### config.mk
export PLATFORM = sky130hd
export DESIGN_NAME = note_sequencer
export DESIGN_NICKNAME = d
export VERILOG_FILES = /design/src/rtl/note_seq_pkg.sv /design/src/rtl/song_rom.sv /design/src/rtl/note_sequencer.sv
export SDC_FILE = /design/constraint.sdc
export NUM_CORES = 1
export LEC_CHECK = 0
export ABC_AREA = 1
export BUFFER_PORTS_ARGS = -buffer_cell sky130_fd_sc_hd__clkbuf_2
export CAP_MARGIN = 0
export CORE_MARGIN = 5
export CORE_UTILIZATION = 45
export CTS_CLUSTER_DIAMETER = 120
export DETAILED_ROUTE_END_ITERATION = 10
export GPL_TIMING_DRIVEN = 0
export PLACE_DENSITY = 0.73
export SYNTH_ARGS = -nofsm -noshare
export SYNTH_HDL_FRONTEND = slang
export SYNTH_SLANG_ARGS = --single-unit
### constraint.sdc
create_clock -name CLOCK_50 -period 1.9 [get_ports CLOCK_50]
set_input_delay 0.38 -clock CLOCK_50 [delete_from_list [all_inputs] [get_ports CLOCK_50]]
set_output_delay 0.38 -clock CLOCK_50 [all_outputs]
set_load 0.05 [all_outputs]
### src/rtl/note_seq_pkg.sv
// note_seq_pkg: shared state encoding, song word layout and field helpers
// for note_sequencer and its song ROM.
package note_seq_pkg;

    localparam int WORD_W    = 10;
    localparam int PITCH_W   = 6;
    localparam int LEN_W     = 3;
    localparam int PITCH_LSB = 0;
    localparam int LEN_LSB   = 6;
    localparam int END_BIT   = 9;

    localparam logic [PITCH_W-1:0] PITCH_REST = '0;
    localparam logic [LEN_W-1:0]   LEN_NONE   = '0;

    typedef logic [WORD_W-1:0] song_word_t;

    // A lone end marker; used as the default (empty) song image.
    localparam song_word_t END_WORD = song_word_t'(1 << END_BIT);

    typedef enum logic [2:0] {
        IDLE,
        FETCH,
        LOAD,
        PLAY,
        DONE
    } seq_state_t;

    function automatic logic [PITCH_W-1:0] word_pitch(input song_word_t w);
        return w[PITCH_LSB +: PITCH_W];
    endfunction

    function automatic logic [LEN_W-1:0] word_length(input song_word_t w);
        return w[LEN_LSB +: LEN_W];
    endfunction

    function automatic logic word_is_end(input song_word_t w);
        return w[END_BIT];
    endfunction

endpackage

### src/rtl/song_rom.sv
// song_rom: ROM_DEPTH x WORD_W song table with a one-cycle registered read.
// The table is baked in from SONG_IMAGE; word i sits at bits [i*WORD_W +: WORD_W].
module song_rom
    import note_seq_pkg::*;
#(
    parameter int ROM_DEPTH = 64,
    parameter int ADDR_W    = 6,
    parameter logic [ROM_DEPTH*WORD_W-1:0] SONG_IMAGE = '0
) (
    input  logic              clk,
    input  logic [ADDR_W-1:0] addr,
    output song_word_t        data
);

    song_word_t table_words [ROM_DEPTH];

    for (genvar i = 0; i < ROM_DEPTH; i++) begin : g_word
        assign table_words[i] = SONG_IMAGE[i*WORD_W +: WORD_W];
    end

    always_ff @(posedge clk) begin
        data <= table_words[addr];
    end

endmodule

### src/rtl/note_sequencer.sv
// note_sequencer: walks a song ROM one note per playNext pulse and presents pitch/length.
// Build option: define NOTE_SEQ_LOOP_EN to restart the song from address 0 instead of stopping.
module note_sequencer
    import note_seq_pkg::*;
#(
    parameter int ROM_DEPTH = 64,
    parameter int ADDR_W    = 6,
    parameter logic [ROM_DEPTH*WORD_W-1:0] SONG_IMAGE =
        {{((ROM_DEPTH-1)*WORD_W){1'b0}}, END_WORD}
) (
    input  logic               CLOCK_50,
    input  logic               resetn,
    input  logic               run,
    input  logic               playNext,
    output logic [PITCH_W-1:0] pitch,
    output logic [LEN_W-1:0]   length,
    output logic               note_valid,
    output logic [ADDR_W-1:0]  song_addr,
    output logic               song_done
);

    localparam logic [ADDR_W-1:0] LAST_ADDR = ADDR_W'(ROM_DEPTH - 1);

    seq_state_t state;
    seq_state_t state_next;
    song_word_t rom_data;
    logic       at_last;
    logic       song_end;
    logic       advance;
    logic       restart;

    song_rom #(
        .ROM_DEPTH (ROM_DEPTH),
        .ADDR_W    (ADDR_W),
        .SONG_IMAGE(SONG_IMAGE)
    ) rom (
        .clk (CLOCK_50),
        .addr(song_addr),
        .data(rom_data)
    );

    // Running off the last address counts as an end marker, so the address never wraps mid-song.
    assign at_last  = (song_addr == LAST_ADDR);
    assign song_end = run && (((state == LOAD) && word_is_end(rom_data)) ||
                              ((state == PLAY) && playNext && at_last));
    assign advance  = run && (state == PLAY) && playNext && !at_last;

`ifdef NOTE_SEQ_LOOP_EN
    // An end marker at address 0 still stops, otherwise an empty song would pulse forever.
    assign restart = song_end && (song_addr != '0);
`else
    assign restart = 1'b0;
`endif

    always_ff @(posedge CLOCK_50) begin
        if (!resetn) begin
            state <= IDLE;
        end else begin
            state <= state_next;
        end
    end

    always_comb begin
        state_next = state;
        if (!run) begin
            state_next = IDLE;
        end else begin
            case (state)
                IDLE:    state_next = FETCH;
                FETCH:   state_next = LOAD;
                LOAD: begin
                    if (song_end) begin
                        state_next = restart ? FETCH : DONE;
                    end else begin
                        state_next = PLAY;
                    end
                end
                PLAY: begin
                    if (song_end) begin
                        state_next = restart ? FETCH : DONE;
                    end else if (playNext) begin
                        state_next = FETCH;
                    end
                end
                DONE:    state_next = DONE;
                default: state_next = IDLE;
            endcase
        end
    end

    always_comb begin
        note_valid = 1'b0;
        song_done  = 1'b0;
        if (state == PLAY) begin
            note_valid = !playNext;
        end
        song_done = song_end;
    end

    // Pitch/length only change on a real note load, so the timer's length input never glitches.
    always_ff @(posedge CLOCK_50) begin
        if (!resetn || !run) begin
            song_addr <= '0;
            pitch     <= PITCH_REST;
            length    <= LEN_NONE;
        end else begin
            if ((state == LOAD) && !word_is_end(rom_data)) begin
                pitch  <= word_pitch(rom_data);
                length <= word_length(rom_data);
            end
            if (restart) begin
                song_addr <= '0;
            end else if (advance) begin
                song_addr <= song_addr + 1'b1;
            end
        end
    end

endmodule

* Word level (Yosys, flattened, before mapping)
Memories as Yosys holds them, arrays and structs flattened. A register that Yosys moved wholly into a read port is not among the register bits.
Index checks and enable logic that the tools add are counted.
** Cells by class
- Eq/ne operators :: 6
- Reduce and logical (&&, ||, !) cells :: 17
- Multiplexer cells :: 5
- $add $sub $neg :: 1
- Bitwise operators :: 1
** Operators by type and width (count)
- case mux 3 bit (5 select lines) :: 1
- 2-to-1 mux 3 bit :: 3
- logical AND 1 bit :: 8
- NOT 6 -> 7 bit :: 1
- adder 6 x 1 -> 6 bit, second input constant :: 1
- == test 3 x 2 -> 1 bit, second input constant :: 2
- == test 6 bit, second input constant :: 1
- zero test 1 bit :: 5
- == test 3 x 1 -> 1 bit, second input constant :: 1
- == test 3 bit, second input constant :: 1
- zero test 3 bit :: 1
- inequality test 3 bit, second input constant :: 1
- logical OR 1 bit :: 2
- AND reduction 2 bit :: 1
- 2-to-1 mux 1 bit :: 1
** Storage, ports and cells
- Logic and storage cells :: 35
- Flip-flop bits (word level) :: 18
- Bits of input ports :: 4
- Bits in read-only memories :: 640
- Output and inout port bits :: 17
- Memories kept :: 1
** Memories
- (no name shown) :: depth 64, width 10, rd ports 1, clocked after memory_dff 1, wr ports 0, RTL line song_rom.sv:22 : data <= table_words[addr];

* Longest topological paths before layout
Gate-level depths: netlist of the first run.
- Depth in word-level cells :: 7
- Depth in mapped cells :: 7

* Cells and area by module
From an unflattened synthesis of the first run, not the netlist that was laid out.
** Second synthesis, totals
- Cell total of the unflattened synthesis :: 129
- Area, all modules :: 972.2 µm²
** Modules (own cells, without submodules)
- note_sequencer :: times used 1, area an instance 859.6 µm², seq. area each 360.3 µm², cells an instance 113
- song_rom :: times used 1, area an instance 112.6 µm², seq. area each 20.0 µm², cells an instance 16

* Worst setup path before layout of the first run
OpenSTA, ideal clock, no wires.
- Path kind :: reg-to-output
- Start :: register song_addr[0]
- End :: output song_done
- Arrival time :: 1.684 ns
- Path buffers :: 0
- Path slack :: -0.164 ns
- Stages on the path, launching flop included :: 6
- Cells stage by stage :: dfxtp_1 > ha_1 > nand3_4 > nor2_1 > nand2_1 > nand2_1
** Between the ends
- Cells in the longest elaborated chain, start to end :: 4
** Ends and longest elaborated chain
- from (decl) :: RTL line note_sequencer.sv:18 : output logic [ADDR_W-1:0] song_addr,
- from (signal assigned) :: RTL line note_sequencer.sv:114 : song_addr <= song_addr + 1'b1;
- == test 6 bit :: RTL line note_sequencer.sv:43 : assign at_last = (song_addr == LAST_ADDR);
- logical AND 1 bit :: RTL line note_sequencer.sv:45 : ((state == PLAY) && playNext && at_last));
- logical OR 1 bit :: RTL line note_sequencer.sv:44 : assign song_end = run && (((state == LOAD) && word_is_end(rom_data)) ||
- logical AND 1 bit :: RTL line note_sequencer.sv:44
- to (decl) :: RTL line note_sequencer.sv:19 : output logic song_done
No other way between the ends.

* Final worst setup path of the first run
- Start :: register state[1]
- End :: output note_valid
** Between the ends
- Cells in the longest elaborated chain, start to end :: 2
** Ends and longest elaborated chain
- from (decl) :: RTL line note_sequencer.sv:24 : seq_state_t state;
- from (signal assigned) :: RTL line note_sequencer.sv:59 : state <= state_next;
- == test 3 x 2 -> 1 bit :: RTL line note_sequencer.sv:94 : if (state == PLAY) begin
- 2-to-1 mux 1 bit :: RTL line note_sequencer.sv:94
- to (decl) :: RTL line note_sequencer.sv:17 : output logic note_valid,
No other way between the ends.

==> impl_results.md, run 1 <==
* Status: complete, no violations
* TritonCTS Buffers at 3
* # setup viols final at 0
* GRT overflow at 0
* Nets@finish at roughly 120
* Worst Setup Start Kind: flip-flop
* Worst-path fanout max at 5
* Final min period at around 1800 ps
* DRT iter0 DRCs at 14
* Worst VDD drop at roughly 0.30 mV
* Syn_area_per_cell at just over 7 um2
* Clock Tree Buf Depth at 2
* Clk sinks at 10
* Seq/Total Area, Yosys at 31.8%
* Post-synth cell types at 22
* RSZ-0062 raised after global routing: false
* Met3 Use GR at under 10%
* Top post-synthesis cells by count: nand2_1 (20), inv_1 (11), dfxtp_1 (10)
* Worst hold margin at approximately 460 ps
* Worst Skew at 4.50 ps
* Top FF cell, synth: dfxtp_1
* Ys async rst share at 0%
* GPL Wtd Cong at 0.821
* WS Path Type: flip-flop to output pin
* GR Util met2 at approximately a fifth
* # Post-CTS Setup Buffers at 0
* Main area contributors after synthesis: dfxtp_1 (32%), nand2_1 (12%), buf_4 (11%), xor2_1 (7.0%), inv_1 (6.6%)
* First-pass GRT wire length at about 2000 um
* Design Area, Final at 781 um2
* Leakage Power at 0.000392 uW
* Crit-path max cell delay at slightly above 400 ps
* Pwr Density at 555 nW/um2
* Clk pin slew, worst setup/hold paths at around 60 ps
* Clk root buf: clkbuf_4
* CTS H-tree depth at 1
* Cell accounting for the most synthesized area: dfxtp_1
* CTS tree: yes
* Post-synth top area share at about a third
* Final period utilization at a little over nine tenths
* Syn Inst Count at about 90
* Starting density of the core at 47.8%
* DP Area at between 700 and 800 um2
* Critical Path RT at about 1500 ps
* Slowest CP cell: dfxtp_1
* GRT met1 Usage at 16.1%
* Post-route DRC at 0
* Mapped cell area at ~630 um2
* Routed length per instance at roughly 10 um
* Largest net degree at the start of global routing at 9
* # IOs at 21
* Number of synthesized flops with an enable pin at 0
* GRT Util Overall at between 10% and 20%
* Initial antenna violation count at 0
* Layout cells sized above 1 at 29.1%
* Vias in the first global route at between 400 and 500
* Hold Crit Class: primary input to flip-flop
* #FFs+latches synth at 10
* Max-slew violation count at 0
* Setup TNS at 0 ps
* Vias per cell at around 4.6
* Max Cap Violations at 0
* Final Hold Vio Count at 0
* Vias at slightly below 600
* Drt pass-1 iters at 4
* Worst-skew pair later-pin latency at around 270 ps
* Gr busiest metal: met2
* Top cell by count, worst path: inv_1
* Core Area at approximately 1300 um2
* Input/output buffers at 11
* Syn. warnings at 0
* Die Wd at about 47 um
* Die Y at 47.4 um
* Area Overhead vs Synth at 24.1%
* Cell with the most instances after synthesis: nand2_1
* Cells along the critical path: nand2_1 > nor2_1 > inv_1 > or2_1 > inv_1 > buf_2
* Row Count at 13
* Post-DP HPWL at ~950 um
* CP endpoint kind: output pin
* Fmax at 559 MHz
* N_diodes at 0
* Routed wire length at approximately 1300 um
* Routed Antenna Nets at 0
* DIE AREA at 2250 um2
* Worst Path Arrival at between 1000 and 1500 ps
## final cells by class
class | instances | area (um2)
plain buffers | 9 | 67.6
multi-input cells | 64 | 355
repair buffers | 11 | 61.3
well taps | 15 | 18.8
inverters | 13 | 48.8
flip-flops and latches | 10 | 206
fillers | 129 | 537
clock buffers | 3 | 22.5
## flip-flops by register name, indices dropped and copies added, names as in the netlist
| register | cells |
|---|---|
| song_addr | 6 |
| rom.data | 1 |
| state | 3 |
## what timing repair did
action | in CTS | in global routing
endpoints found under the setup margin | 1 | 2
gates resized for setup | 2 | 6
hold buffers | 0 | 0
## worst max-delay path, delay by kind of cell, from the launching register on
| kind | cells | cell delay [ps] |
|---|---|---|
| buf+inv | 3 | 340 |
| simple gates | 3 | 380 |
| flops | 1 | 410 |
## metal layers
metal | vias to the layer above | part of all wire, %
met3 | 4 | 9.0
met2 | 26 | 48
li1 | 302 | -
met1 | 249 | 41
met5 | - | 0
met4 | 0 | 1.0
## final timing paths
kind / slack, ps / from / to / cells past startpoint
worst max-delay path: 110 / state[1] / note_valid / 6
worst min-delay path: 460 / playNext / state[1] / 3
worst max register to register: 610 / song_addr[1] / song_addr[5] / 6
worst min register to register: 520 / song_addr[4] / song_addr[4] / 2
## report_power, final
part / leakage [uW] / internal, uW / switching (uW)
combinational: 0.000296 / 21.5 / 54.5
sequential: 0.0000825 / 211 / 3.76
clock: 0.0000138 / 73.1 / 69.3
## stage by stage
stage / power, uW / cells / util [%] / setup slack (ps)
floorplan: 287 / 96 / - / 67.5
global placement: 294 / 122 / 55.8 / 263
detailed placement: 295 / 122 / 55.8 / 238
CTS: 435 / 125 / 57.9 / 16.9
global route: 454 / 125 / 59.3 / 12.0
finish: 433 / 125 / 59.3 / 111
## placed cells by master (no fill, tap or decap), types with 2 or more instances in the layout
master,n
a21oi_1,5
buf_4,9
clkbuf_2,9
clkbuf_4,3
conb_1,9
dfxtp_1,7
dfxtp_2,2
inv_1,11
nand2_1,20
nand3_1,4
nand4_1,3
nor2_1,8
xor2_1,5
## cells by family (layout without fill, tap and decap cells)
| family | Yosys count | in the layout | share of synthesized area (%) |
|---|---|---|---|
| other cells | 1 | 9 | 0.596 |
| xor+xnor | 5 | 5 | 6.96 |
| fa+ha+maj | 1 | 1 | 1.99 |
| flops | 10 | 10 | 31.8 |
| compound gates | 8 | 8 | 8.15 |
| buf+inv | 22 | 36 | 18.5 |
| simple gates | 41 | 41 | 32.0 |
Note: power is estimated with default switching activity, not from simulation.
==> run 2, diff against run 1 <==
--- a/config.mk
+++ b/config.mk
@@ -12,7 +12,6 @@
 export CORE_UTILIZATION = 45
 export CTS_CLUSTER_DIAMETER = 120
 export DETAILED_ROUTE_END_ITERATION = 10
-export GPL_TIMING_DRIVEN = 0
 export PLACE_DENSITY = 0.73
 export SYNTH_ARGS = -nofsm -noshare
 export SYNTH_HDL_FRONTEND = slang
==> impl_results.md, run 2 (synthesis results as in run 1) <==
* Max-slew violation count at 0
* Input/output buffers at 11
* Initial antenna violation count at 0
* Core Area at around 1300 um2
* Drt pass-1 iters at 4
* # Post-CTS Setup Buffers at 0
* Vias per cell at between 4 and 5
* Setup TNS at 0 ps
* Vias in the first global route at 460
* N_diodes at 0
* Final Hold Vio Count at 0
* Pwr Density at around 630 nW/um2
* Worst Skew at approximately 4.5 ps
* Final core occ at between 50% and 60%
* CP endpoint kind: output pin
* DIE AREA at around 2200 um2
* Crit-path max cell delay at ~410 ps
* Worst hold stages at 3
* Met3 wire len at approximately 63 um
* Fillcell total at approximately 120
* Clk pin slew, worst setup/hold paths at roughly 70 ps
* Nets@finish at roughly 110
* Met2 Wirelength at roughly 530 um
* Top cell by count, worst path: inv_1
* # IOs at 21
* Highest Signal Layer: met4
* Area Overhead vs Synth at 16.3%
* CTS H-tree depth at 1
* Met1 wire length at roughly 530 um
* Routed wire length at 1150 um
* Worst Path Arrival at between 1000 and 1500 ps
* CTS tree: yes
* GRT Util Overall at between 10% and 20%
* TritonCTS Buffers at 3
* Fmax at 569 MHz
* Levels on crit path at 6
* Die Wd at 47.4 um
* Clk sinks at 10
* WS Path Type: flip-flop to output pin
* Hold_buf cts at 0
* Status: complete, no violations
* Worst-skew pair later-pin latency at between 200 and 300 ps
* # setup viols final at 0
* Final min period at approximately 1800 ps
* Worst Setup Start Kind: flip-flop
* Vias at between 500 and 600
* Routed Antenna Nets at 0
* DRT iter0 DRCs at 12
* Clock Tree Buf Depth at 2
* Post-DP HPWL at a little under 900 um
* Row Count at 13
* Critical Path RT at between 1500 and 2000 ps
* CP Buf/Inv Count at 3
* Clk root buf: clkbuf_4
* Final period utilization at slightly above 90%
* Leakage Power at approximately 0.00035 uW
* Starting density of the core at between 40% and 50%
* Cell count of the worst reg-to-reg path at 6
* GRT overflow at 0
* Worst VDD drop at roughly 0.36 mV
* Max Cap Violations at 0
* Crit-path leading delay family: flip-flops
* Most frequent cells in the layout: nand2_1 (20), inv_1 (11), conb_1 (9), clkbuf_2 (9), nor2_1 (8)
* Worst-path fanout max at 5
* Largest net degree at the start of global routing at 9
* Hold Crit Class: primary input to flip-flop
* Top flop regs: song_addr (6), state (3), rom.data (1)
* Commonest non-fill, non-tap cell in the layout: nand2_1
* Die Y at around 47 um
* Cts repair resizes at 1
* Post-route DRC at 0
* Routed length per instance at ~9.8 um
* Biggest register: song_addr
* GPL Wtd Cong at 0.821
* Cells along the critical path: nand2_1 > nor2_1 > inv_1 > or2_1 > inv_1 > clkbuf_4
* RSZ-0062 raised after global routing: false
* Layout cells sized above 1 at between 20% and 30%
* Slowest CP cell: dfxtp_1
* First-pass GRT wire length at 1880 um
* Largest register FFs at 6
## run 2: cell types whose count changed in the layout (fill, tap and decap cells not counted), sizes merged
cell,change
buf,-10
clkbuf,+2
## run 2: routing by layer
layer | GRT usage (%) | up-vias
li1 | - | 285
met1 | 15.6 | 242
met2 | 17.6 | 14
met3 | 3.45 | 2
met4 | 6.63 | 0
met5 | 0 | -
## run 2: worst reg2reg max path: cells and delay by family, from the launching register on
family / cells / cell delay, ps
flops: 1 / 400
simple gates: 3 / 240
compound gates: 1 / 260
buf+inv: 1 / 100
fa+ha+maj: 1 / 170
## run 2: stage by stage
step	power, uW	std cells	hold slack [ps]	area [um2]	setup WS (ps)
floorplan	287	96	520	662	67.5
CTS	470	117	465	707	7.87
global route	494	117	494	732	17.5
finish	464	117	461	732	141
global placement	280	113	460	668	295
detailed placement	280	113	474	668	258
## run 2: worst paths after layout
kind | slack (ps) | startpoint | endpoint
worst max-delay path | 140 | state[1] | note_valid
worst max register to register | 630 | song_addr[0] | song_addr[1]
worst min register to register | 490 | song_addr[1] | rom.data[9]
worst min-delay path | 460 | playNext | state[1]
## run 2: final cells by class
| class | count | area (um2) | share of cell area, % |
|---|---|---|---|
| multi-input cells | 64 | 355 | 48.5 |
| clock buffers | 4 | 36.3 | 4.96 |
| repair buffers | 11 | 63.8 | 8.72 |
| well taps | 15 | 18.8 | 2.56 |
| flip-flops and latches | 10 | 209 | 28.5 |
| inverters | 13 | 48.8 | 6.67 |
## run 2: power breakdown
group / switching, uW / total (uW) / internal (uW) / leakage (uW)
sequential: 3.68 / 213 / 210 / 0.0000828
combinational: 51.8 / 60.7 / 8.83 / 0.000246
clock: 73.5 / 190 / 116 / 0.0000210
==> run 3, diff against run 2 <==
--- a/config.mk
+++ b/config.mk
@@ -12,7 +12,8 @@
 export CORE_UTILIZATION = 45
 export CTS_CLUSTER_DIAMETER = 120
 export DETAILED_ROUTE_END_ITERATION = 10
-export PLACE_DENSITY = 0.73
+export PLACE_DENSITY_LB_ADDON = 0.08
+export RECOVER_POWER = 50
 export SYNTH_ARGS = -nofsm -noshare
 export SYNTH_HDL_FRONTEND = slang
 export SYNTH_SLANG_ARGS = --single-unit
==> impl_results.md, run 3 (synthesis results as in run 1) <==
* Final core occ at between 50% and 60%
* Hold_buf cts at 0
* Clk root buf: clkbuf_4
* Fillcell total at between 100 and 150
* Routed length per instance at between 10 and 15 um
* Register area at around 210 um2
* Vias in the first global route at between 400 and 500
* Routed wire length at ~1300 um
* Top flop regs: song_addr (6), state (3), rom.data (1)
* Leakage Power at 0.000343 uW
* Int Pwr at approximately 340 uW
* GRT overflow at 0
* Final min period at approximately 1800 ps
* DIE AREA at about 2200 um2
* Vias per cell at approximately 4.6
* Switching Fraction at between 20% and 30%
* RSZ-0062 raised after global routing: false
* Post-DP HPWL at between 900 and 1000 um
* Initial antenna violation count at 0
* Clk pin slew, worst setup/hold paths at approximately 70 ps
* Nets@finish at roughly 110
* Area Overhead vs Synth at 12.1%
* Worst Setup Start Kind: flip-flop
* Max Cap Violations at 0
* Worst Hold End: state[1]
* DRT iter0 DRCs at 19
* GPL Wtd Cong at about 0.76
* Fmax at approximately 560 MHz
* # setup viols final at 0
* Combinational Power Share at 12.9%
* Clk sinks at 10
* DP Area at 668 um2
* TritonCTS Buffers at 3
* Setup TNS at 0 ps
* Commonest non-fill, non-tap cell in the layout: nand2_1
* # IOs at 21
* Vias at roughly 540
* GRT Util Overall at between 10% and 20%
* Worst VDD drop at 0.359 mV
* Drt pass-1 iters at 4
* Input/output buffers at 11
* Worst reg2reg path startpoint: song_addr[0]
* Multi-input gate area at approximately 330 um2
* Pin slew with the least headroom to its limit at 598 ps
* N_diodes at 0
* Most frequent cells in the layout: nand2_1 (20), inv_1 (12), conb_1 (9)
* Worst hold stages at 3
* Power after layout at 472 uW
* Pwr Density at 669 nW/um2
* Routed Antenna Nets at 0
* CTS H-tree depth at 1
* Critical Path RT at between 1500 and 2000 ps
* Reg2reg setup slack at 260 ps
* Hold Crit Class: primary input to flip-flop
* Hold wc startpoint: playNext
* Cell count of the worst reg-to-reg path at 6
* Final period utilization at a little over nine tenths
* Worst-path fanout max at 5
* Layout cells sized above 1 at between 10% and 20%
* Starting density of the core at between 40% and 50%
* Largest register FFs at 6
* Fin cells at approximately 120
* Biggest register: song_addr
* Post-route DRC at 0
* Switching pwr at 136 uW
* Worst Path Arrival at between 1000 and 1500 ps
* Die Wd at 47.4 um
* Placed cells at ~110
* Worst-skew pair later-pin latency at ~270 ps
* Worst Skew at 4.37 ps
* Core Area at 1320 um2
* Final Hold Vio Count at 0
* Max-slew violation count at 0
* Design Area, Final at a little over 700 um2
* Largest net degree at the start of global routing at 9
* Relative slew slack at about three fifths
* First-pass GRT wire length at between 1500 and 2000 um
* WS Path Type: flip-flop to output pin
* Sequential Power Share at 45.5%
* CTS tree: yes
* Status: complete, no violations
* Die Y at ~47 um
* Clock Tree Buf Depth at 2
* CP endpoint kind: output pin
* Clock network power share at 41.6%
* R2r endpoint: song_addr[5]
* Row Count at 13
==> run 3: cell counts in the layout (fill, tap and decap cells not counted) <==
No cell type changed its count.
==> run 3: routing by layer <==
metal,global-route usage [%],vias up,part of all wire [%]
li1,-,285,-
met1,17.7,236,47
met2,17.4,19,44
met3,6.13,2,8.8
met4,4.97,0,0.79
met5,0,-,0
==> run 3: how the worst max path moves through the flow <==
stage	end	slack (ps)	startpoint	cells past startpoint
final	note_valid	110	state[1]	6
after global routing	note_valid	20	state[1]	6
after CTS	song_done	20	song_addr[0]	6
after detailed placement	song_done	270	song_addr[0]	6
after global placement	song_done	290	song_addr[0]	6
after floorplan	song_done	70	song_addr[0]	5
==> run 3: what timing repair did <==
| action | 4_1_cts | 5_1_grt |
|---|---|---|
| buffers inserted | 0 | 0 |
| resized for setup | 1 | 7 |
| setup endpoints to repair | 1 | 2 |
| gates cloned | 0 | 0 |
| endpoints found under the hold margin | 0 | 0 |
==> run 3: worst max-delay path, stage by stage, from the launching register on <==
cell and delay, ps:
dfxtp_1 430, nand2_1 80, nor2_1 80, inv_1 40, or2_1 240, inv_1 60
clkbuf_4 220
==> run 3: through the flow <==
step | hold slack, ps | worst slack (ps)
floorplan | 520 | 67.5
global placement | 454 | 288
detailed placement | 465 | 274
CTS | 460 | 22.3
global route | 478 | 17.7
finish | 461 | 110
==> run 3: layout make-up <==
type / count / share of cell area [%]
clock buffers: 4 / 5.14
inverters: 13 / 6.91
multi-input cells: 64 / 47.3
flip-flops and latches: 10 / 29.3
well taps: 15 / 2.66
repair buffers: 11 / 8.69
==> run 3: power by group through the flow <==
stage	combinational (uW)	sequential, uW	clock (uW)
2_1_floorplan	67.3	220	0
3_3_place_gp	59.8	221	0
3_5_place_dp	59.9	221	0
4_1_cts	60.2	216	202
5_1_grt	64.5	215	215
6_report	61.0	215	196
